**src/rtl/npu_bus_master.sv**
```systemverilog
// ---------------------------------------------------------------------------
// npu_bus_master
//
// Bus master that pushes one NPU command at a time through a three-register
// window: it writes the activation type, writes the input operand, then reads
// the output word back. Each bus transfer has a one-cycle address phase and a
// data phase that the slave can stretch with ready_i=0. If the slave returns
// an error response, the remaining transfers are skipped and an error result
// is reported instead.
//
// Ports
//   clk_i, rst_ni          clock, asynchronous active-low reset
//   cmd_valid_i/ready_o    command handshake; cmd_type_i, cmd_data_i payload
//   res_valid_o/ready_i    result handshake; res_data_o, res_err_o payload
//   sel_o, trans_o         slave select / transfer request (address phase)
//   write_o, addr_o        direction and address (address + data phase)
//   wdata_o                write data (write data phase only, else 0)
//   ready_o                bus ready to slave (mirrors ready_i)
//   rdata_i, resp_i        read data and error response from slave
//   ready_i                slave ready, ends a data phase
// ---------------------------------------------------------------------------
module npu_bus_master #(
  parameter int                DWidth    = 32,
  parameter logic [DWidth-1:0] BaseAddr  = 'h0,
  parameter logic [DWidth-1:0] TypeOff   = 'h0,
  parameter logic [DWidth-1:0] InputOff  = 'h4,
  parameter logic [DWidth-1:0] OutputOff = 'h8
) (
  input  logic              clk_i,
  input  logic              rst_ni,
  // command side
  input  logic              cmd_valid_i,
  output logic              cmd_ready_o,
  input  logic [DWidth-1:0] cmd_type_i,
  input  logic [DWidth-1:0] cmd_data_i,
  // result side
  output logic              res_valid_o,
  input  logic              res_ready_i,
  output logic [DWidth-1:0] res_data_o,
  output logic              res_err_o,
  // bus side
  output logic              sel_o,
  output logic              trans_o,
  output logic              write_o,
  output logic [DWidth-1:0] addr_o,
  output logic [DWidth-1:0] wdata_o,
  output logic              ready_o,
  input  logic [DWidth-1:0] rdata_i,
  input  logic              resp_i,
  input  logic              ready_i
);

  typedef enum logic [2:0] {
    IDLE,
    TYP_A,
    TYP_D,
    IN_A,
    IN_D,
    OUT_A,
    OUT_D,
    RESULT
  } state_t;

  // Sums are truncated to DWidth, so the window wraps modulo 2^DWidth.
  localparam logic [DWidth-1:0] TypeAddr = BaseAddr + TypeOff;
  localparam logic [DWidth-1:0] InAddr   = BaseAddr + InputOff;
  localparam logic [DWidth-1:0] OutAddr  = BaseAddr + OutputOff;

  state_t            r_state;
  logic [DWidth-1:0] r_cmdType;
  logic [DWidth-1:0] r_cmdData;
  logic              r_cmdReady;
  logic              r_sel;
  logic              r_trans;
  logic              r_write;
  logic [DWidth-1:0] r_addr;
  logic [DWidth-1:0] r_wdata;
  logic              r_resValid;
  logic [DWidth-1:0] r_resData;
  logic              r_resErr;

  logic w_dataPhase;
  logic w_busErr;

  assign w_dataPhase = (r_state == TYP_D) || (r_state == IN_D) || (r_state == OUT_D);
  // An error response only counts when it arrives with ready_i.
  assign w_busErr    = w_dataPhase && ready_i && resp_i;

  // All outputs are registered: every transition loads the output values of
  // the state being entered, so the bus signals line up with r_state.
  always_ff @(posedge clk_i or negedge rst_ni) begin
    if (!rst_ni) begin
      r_state    <= IDLE;
      r_cmdType  <= '0;
      r_cmdData  <= '0;
      r_cmdReady <= 1'b0;
      r_sel      <= 1'b0;
      r_trans    <= 1'b0;
      r_write    <= 1'b0;
      r_addr     <= '0;
      r_wdata    <= '0;
      r_resValid <= 1'b0;
      r_resData  <= '0;
      r_resErr   <= 1'b0;
    end else if (w_busErr) begin
      // Abort: skip remaining transfers and report an error result.
      r_sel      <= 1'b0;
      r_trans    <= 1'b0;
      r_write    <= 1'b0;
      r_addr     <= '0;
      r_wdata    <= '0;
      r_resData  <= '0;
      r_resErr   <= 1'b1;
      r_resValid <= 1'b1;
      r_state    <= RESULT;
    end else begin
      unique case (r_state)
        IDLE: begin
          // cmd_ready_o rises one cycle after reset release or consumption.
          r_cmdReady <= 1'b1;
          if (cmd_valid_i && r_cmdReady) begin
            r_cmdType  <= cmd_type_i;
            r_cmdData  <= cmd_data_i;
            r_cmdReady <= 1'b0;
            r_resErr   <= 1'b0;
            r_sel      <= 1'b1;
            r_trans    <= 1'b1;
            r_write    <= 1'b1;
            r_addr     <= TypeAddr;
            r_wdata    <= '0;
            r_state    <= TYP_A;
          end
        end
        TYP_A: begin
          r_sel   <= 1'b0;
          r_trans <= 1'b0;
          r_wdata <= r_cmdType;
          r_state <= TYP_D;
        end
        TYP_D: begin
          if (ready_i) begin
            r_sel   <= 1'b1;
            r_trans <= 1'b1;
            r_write <= 1'b1;
            r_addr  <= InAddr;
            r_wdata <= '0;
            r_state <= IN_A;
          end
        end
        IN_A: begin
          r_sel   <= 1'b0;
          r_trans <= 1'b0;
          r_wdata <= r_cmdData;
          r_state <= IN_D;
        end
        IN_D: begin
          if (ready_i) begin
            r_sel   <= 1'b1;
            r_trans <= 1'b1;
            r_write <= 1'b0;
            r_addr  <= OutAddr;
            r_wdata <= '0;
            r_state <= OUT_A;
          end
        end
        OUT_A: begin
          r_sel   <= 1'b0;
          r_trans <= 1'b0;
          r_state <= OUT_D;
        end
        OUT_D: begin
          if (ready_i) begin
            r_addr     <= '0;
            r_write    <= 1'b0;
            r_resData  <= rdata_i;
            r_resErr   <= 1'b0;
            r_resValid <= 1'b1;
            r_state    <= RESULT;
          end
        end
        RESULT: begin
          // cmd_ready_o stays low here, so a new command can never be taken
          // on the same edge that consumes the result.
          if (res_ready_i) begin
            r_resValid <= 1'b0;
            r_cmdReady <= 1'b1;
            r_state    <= IDLE;
          end
        end
        default: begin
          r_state <= IDLE;
        end
      endcase
    end
  end

  assign cmd_ready_o = r_cmdReady;
  assign res_valid_o = r_resValid;
  assign res_data_o  = r_resData;
  assign res_err_o   = r_resErr;
  assign sel_o       = r_sel;
  assign trans_o     = r_trans;
  assign write_o     = r_write;
  assign addr_o      = r_addr;
  assign wdata_o     = r_wdata;
  assign ready_o     = ready_i;

endmodule

```
**config.mk**
```make
export PLATFORM = sky130hd
export DESIGN_NAME = npu_bus_master
export DESIGN_NICKNAME = d
export VERILOG_FILES = /design/src/rtl/npu_bus_master.sv
export SDC_FILE = /design/constraint.sdc
export NUM_CORES = 1
export LEC_CHECK = 0
export CAP_MARGIN = 20
export CORE_ASPECT_RATIO = 1.2
export CORE_UTILIZATION = 25
export CTS_BUF_LIST = sky130_fd_sc_hd__clkbuf_16
export CTS_CLUSTER_SIZE = 30
export DETAILED_ROUTE_END_ITERATION = 6
export PLACE_DENSITY_LB_ADDON = 0.1
export SETUP_SLACK_MARGIN = 0.3
export SLEW_MARGIN = 20
export SYNTH_ARGS = -nofsm -noshare
export SYNTH_HDL_FRONTEND = slang
export SYNTH_SLANG_ARGS = --single-unit
```
**constraint.sdc**
```tcl
create_clock -name clk_i -period 2.2 [get_ports clk_i]
set_clock_uncertainty 0.15 [all_clocks]
set_input_delay 0.22 -clock clk_i [delete_from_list [all_inputs] [get_ports clk_i]]
set_output_delay 0.22 -clock clk_i [all_outputs]
set_load 0.01 [all_outputs]
```
==> out/results.tsv, run 1 <==
metric	value	unit
period_needed	1.89	ns
routed_wl	17000	µm
fin_crit_sh	0.861	
antenna_found_initial	0	
status	complete, no violations	
viasPerCell	4.35	
synth_seq_cells	138	
tritoncts	done	
dr.first_iter.drc_count	159	
start_kind	flop	
avgRoutedWirePerCell	17.3	µm
hold_class	in2async	
seq_power_share	0.353	
ys.flop_type	dfrtp_1	
final.setup.tns	0	ns
worst-path-buf-inv	1	
fmax	0.528	GHz
final_net_count	743	
async_reset_ff_frac	1.00	
drv_slew	0	
netlist_instances	458	
overflow	0	
die_area	26400	µm²
switchingPower	3990	µW
grt_use_total	0.131	
cp-end-kind	flop	
placed_area	8530	µm²
synth_edf_count	0	
ys_types	36	
drive_gt1_frac	0.249	
leakage	0.00400	µW
numCtsBuffers	17	
clock_latency	0.43	ns
drtAntennaViolNets	0	
die_h	178	µm
via_count	4279	
fp.dieW	149	µm
ys_seq_area_frac	0.536	
crit_path_max_incr_delay	0.42	ns
path_clk_slew	0.06	ns
internal_power	8610	µW
p_sw_frac	0.317	
clock-root-buffer	clkbuf_16	
syn_avg_cell_area	14.1	µm²
p_comb_frac	0.422	
hold_viol_final	0	
core_area	25400	µm²
syn_to_final_growth	43.1	%
path_cells	or3_4 > nor2_8 > buf_16 > mux2_4	
firstDrtPassIters	4	
critPathTopFamily	simple AND/OR/NAND/NOR gates	
cts.sinks	138	
ys_warn_count	0	
design_area	9230	µm²
powerDensity	1370	nW/µm²
final_cell_mix	clkdlybuf4s50_1 (173), dfrtp_1 (137), mux2_4 (60)	
clkPwrFrac	0.225	
cap_violations	0	
crit_slowest_cell	or3_4	
drc_errors	0	
htreeDepth	4	
grt_max_degree	50	
ios	205	
peakVddDrop	0.490	mV
rows	64	
initial_utilization	0.254	
finalSetupViolCount	0	
dp_hpwl	11000	µm
cp.required	2.34	ns
grt_pass1_wl	26100	µm
netlist_area	6450	µm²
final_common_cell	clkdlybuf4s50_1	
cts_buffer_depth	2	
fillCellCount	2430	
grt_pass1_vias	4588	
path_max_fanout	36	
numPortBuffers	174	
rsz0062_at_grt	yes	
n_antenna_cell	0	
critical_path_class	reg2reg	
gp_congestion	0.714	
cp.arrival	2.03	ns
metrics by stage:
| stage | setup slack [ns] | hold WS (ns) | power, µW | std cells | utilization |
|---|---|---|---|---|---|
| finish | 0.306 | 0.0946 | 12600 | 984 | 0.363 |
| global route | 0.259 | 0.111 | 13400 | 984 | 0.363 |
| CTS | 0.296 | 0.106 | 12800 | 978 | 0.359 |
| detailed placement | 0.191 | -0.0146 | 9830 | 945 | 0.336 |
| global placement | 0.204 | -0.0188 | 9800 | 945 | 0.336 |
| floorplan | 0.309 | -0.226 | 7370 | 487 | - |
power groups by stage:
stage | logic [µW] | registers (µW) | clock network, µW
after global routing | 5780 | 4620 | 3040
after global placement | 5300 | 4500 | 0
after floorplan | 2770 | 4610 | 0
after detailed placement | 5370 | 4460 | 0
after CTS | 5380 | 4470 | 2930
final | 5320 | 4450 | 2830
registers in the layout (all words and copies together), names as in the netlist:
register / count
addr_o: 2
cmd_ready_o: 1
r_cmdData: 32
r_cmdType: 32
r_state: 3
res_data_o: 32
res_err_o: 1
res_valid_o: 1
trans_o: 1
wdata_o: 32
write_o: 1
cell type report:
class,instances,area (µm²),share of cell area
clock buffer,17,425,0.0461
clock inverter,15,150,0.0163
inverter,6,22.5,0.00244
multi-input combinational,275,2610,0.283
sequential,138,3450,0.374
tap,330,413,0.0448
timing repair buffer,203,2150,0.233
worst reg2reg max path: cells and delay by family (launching register included):
kind	cells	cell delay, ns
muxes	1	0.37
and+or+nand+nor	2	0.61
buffers and inverters	1	0.27
DFF	1	0.38
cells in the mapped netlist (all sizes together) (4+ instances only):
library cell,instances,area [µm²]
a31oi,33,206
clkbuf,16,60.1
nand2,7,26.3
mux2i,33,330
a22o,33,289
buf,52,435
o21ai,10,50.0
inv,6,22.5
dfrtp,138,3450
o211ai,4,30.0
mux2,96,1310
nor2b,5,31.3
path summary, 6_finish.rpt:
check,start,end,slack [ns],depth (start not counted)
max,r_state[2],r_cmdData[24],0.31,4
min,rst_ni,r_cmdData[17],0.09,2
max reg2reg,r_state[2],r_cmdData[24],0.31,4
min reg2reg,r_cmdType[6],r_cmdType[6],0.36,1
max in group asynchronous,rst_ni,r_state[1],1.17,3
min in group clk_i,rdata_i[19],res_data_o[19],0.24,2
kinds of logic after synthesis:
| family | after synthesis | synth area share |
|---|---|---|
| mux | 129 | 0.254 |
| flops | 138 | 0.536 |
| other cells | 1 | 0.000582 |
| buf+inv | 74 | 0.0804 |
| simple gates | 21 | 0.0206 |
| compound gates | 95 | 0.109 |
timing repair:
item / CTS / global route
gates resized for setup: 2 / 3
pin swaps: 0 / 3
hold endpoints to repair: 138 / 0
hold buffers: 1 / 0
endpoints found under the setup margin: 64 / 75
buffers inserted: 0 / 4
gates cloned: 0 / 2
routing by layer:
| layer | up-vias | track usage | wire length, µm |
|---|---|---|---|
| li1 | 1995 | - | - |
| met1 | 2135 | 0.165 | 7510 |
| met2 | 143 | 0.206 | 8140 |
| met3 | 6 | 0.0486 | 1220 |
| met4 | 0 | 0.0438 | 123 |
| met5 | - | 0 | 0 |
Power figures use the tool's default switching activity.
==> run 2: changes to the inputs <==
CAP_MARGIN = unset   (was 20)
==> results of run 2 <==
The final DEF is identical to that of run 1; final timing and power are the same.
==> run 3: changes to the inputs <==
PLACE_DENSITY_LB_ADDON = unset   (was 0.1)
==> out/results.tsv, run 3 (synthesis gave the netlist of run 1 again) <==
metric	value	unit	change
cp.arrival	2.04	ns	about the same
htreeDepth	4		unchanged
rows	64		unchanged
firstDrtPassIters	4		unchanged
final_cell_mix	clkdlybuf4s50_1 (172), dfrtp_1 (137), mux2_4 (60)		
rrSetupSlack	0.29	ns	about the same
tritoncts	done		
finalSetupViolCount	0		unchanged
drive_gt1_frac	0.245		-0.00418
die_area	26400	µm²	unchanged
overflow	0		unchanged
syn_to_final_growth	42.7	%	
grt_pass1_vias	4463		-2.7%
hold_viol_final	0		unchanged
fp.dieW	149	µm	unchanged
cp.required	2.34	ns	about the same
path_cells	or3_4 > nor2_8 > buf_12 > mux2_4		
routed_wl	16900	µm	-0.59%
numPortBuffers	174		unchanged
crit_path_max_incr_delay	0.43	ns	about the same
ios	205		unchanged
clock-root-buffer	clkbuf_16		
grt_max_degree	50		unchanged
grt_use_total	0.124		-0.00661
path_max_fanout	28		-22%
final_net_count	747		+0.54%
final.setup.tns	0	ns	unchanged
drtAntennaViolNets	0		unchanged
antenna_found_initial	0		unchanged
fmax	0.524	GHz	-0.68%
cap_violations	0		unchanged
r2r-start	r_state[1]		
via_count	4301		+0.51%
core_area	25400	µm²	unchanged
leakage	0.00401	µW	+0.22%
path_clk_slew	0.06	ns	about the same
crit_slowest_cell	or3_4		
powerDensity	1360	nW/µm²	-0.61%
clock_latency	0.41	ns	-0.02 ns
dp_hpwl	10600	µm	-3.0%
die_h	178	µm	unchanged
rsz0062_at_grt	yes		
worst-r2r-cell-count	4		unchanged
peakVddDrop	0.529	mV	+8.0%
status	complete, no violations		
critical_path_class	reg2reg		
cts_buffer_depth	2		unchanged
cp-end-kind	flop		
gp_congestion	0.754		+5.7%
hold_class	in2async		
start_kind	flop		
stdcell_count	987		+0.30%
dr.first_iter.drc_count	173		+8.8%
period_needed	1.91	ns	+0.0130 ns
numCtsBuffers	17		unchanged
cts.sinks	138		unchanged
grt_pass1_wl	25200	µm	-3.5%
final_common_cell	clkdlybuf4s50_1		
reg2reg_to	r_cmdType[25]		
n_antenna_cell	0		unchanged
viasPerCell	4.36		+0.21%
fin_crit_sh	0.867		+0.00592
drc_errors	0		unchanged
initial_utilization	0.254		unchanged
drv_slew	0		unchanged
avgRoutedWirePerCell	17.1	µm	-0.90%
dp_cells	947		+0.21%
run 3: cell count changes in the layout (fill, tap and decap cells not counted), sizes merged:
cell,change
inv,-1
dlygate4sd2,+1
clkinv,+2
buf,+3
clkinvlp,-2
clkbuf,+1
clkdlybuf4s50,-1
run 3: worst max-delay path: cells and delay by family (launching register included):
kind                   cells  cell delay [ns]
buffers and inverters      1             0.26
and+or+nand+nor            2             0.60
DFF                        1             0.42
muxes                      1             0.33
run 3: through the flow:
| step | setup slack [ns] | utilization | power (µW) | hold WS [ns] | area [µm²] |
|---|---|---|---|---|---|
| floorplan | 0.309 | - | 7370 | -0.226 | 6560 |
| global placement | 0.124 | 0.334 | 9660 | 0.0379 | 8490 |
| detailed placement | 0.0985 | 0.334 | 9740 | 0.0372 | 8490 |
| CTS | 0.295 | 0.357 | 12600 | 0.165 | 9070 |
| global route | 0.244 | 0.362 | 13200 | 0.186 | 9200 |
| finish | 0.293 | 0.362 | 12500 | 0.169 | 9200 |
run 3: what timing repair did:
action                                  4_1_cts  5_1_grt
resized for setup                             6        6
hold buffers                                  1        0
setup buffers                                 0        3
endpoints found under the setup margin      130      126
cloned                                        0        5
hold endpoints to repair                     53        0
run 3: worst max-delay path by stage:
stage	startpoint	endpoint	slack, ns
after detailed placement	cmd_valid_i	r_cmdType[6]	0.1
final	r_state[1]	r_cmdType[25]	0.29
after global placement	cmd_valid_i	r_cmdType[7]	0.12
after global routing	r_state[1]	r_cmdType[31]	0.24
after CTS	r_state[1]	r_cmdType[4]	0.30
after floorplan	r_state[2]	r_cmdData[0]	0.31
run 3: cell type report:
class                      instances  area (µm²)
fill                            2448       16200
sequential                       138        3450
multi-input combinational        275        2610
timing repair buffer             207        2160
clock buffer                      17         425
tap                              330         413
clock inverter                    14         119
inverter                           6        22.5
run 3: routing by layer:
| layer | GRT usage | wire (µm) | vias to the layer above |
|---|---|---|---|
| met5 | 0 | 0 | - |
| met4 | 0.0399 | 148 | 0 |
| met2 | 0.196 | 8020 | 141 |
| met3 | 0.0352 | 962 | 10 |
| li1 | - | - | 1989 |
| met1 | 0.163 | 7770 | 2161 |
run 3: power breakdown:
part           switching (µW)  internal (µW)  leakage [µW]  total, µW
Clock                    1100           1630      0.000277       2730
Sequential                677           3740       0.00180       4410
Combinational            2160           3190       0.00193       5350
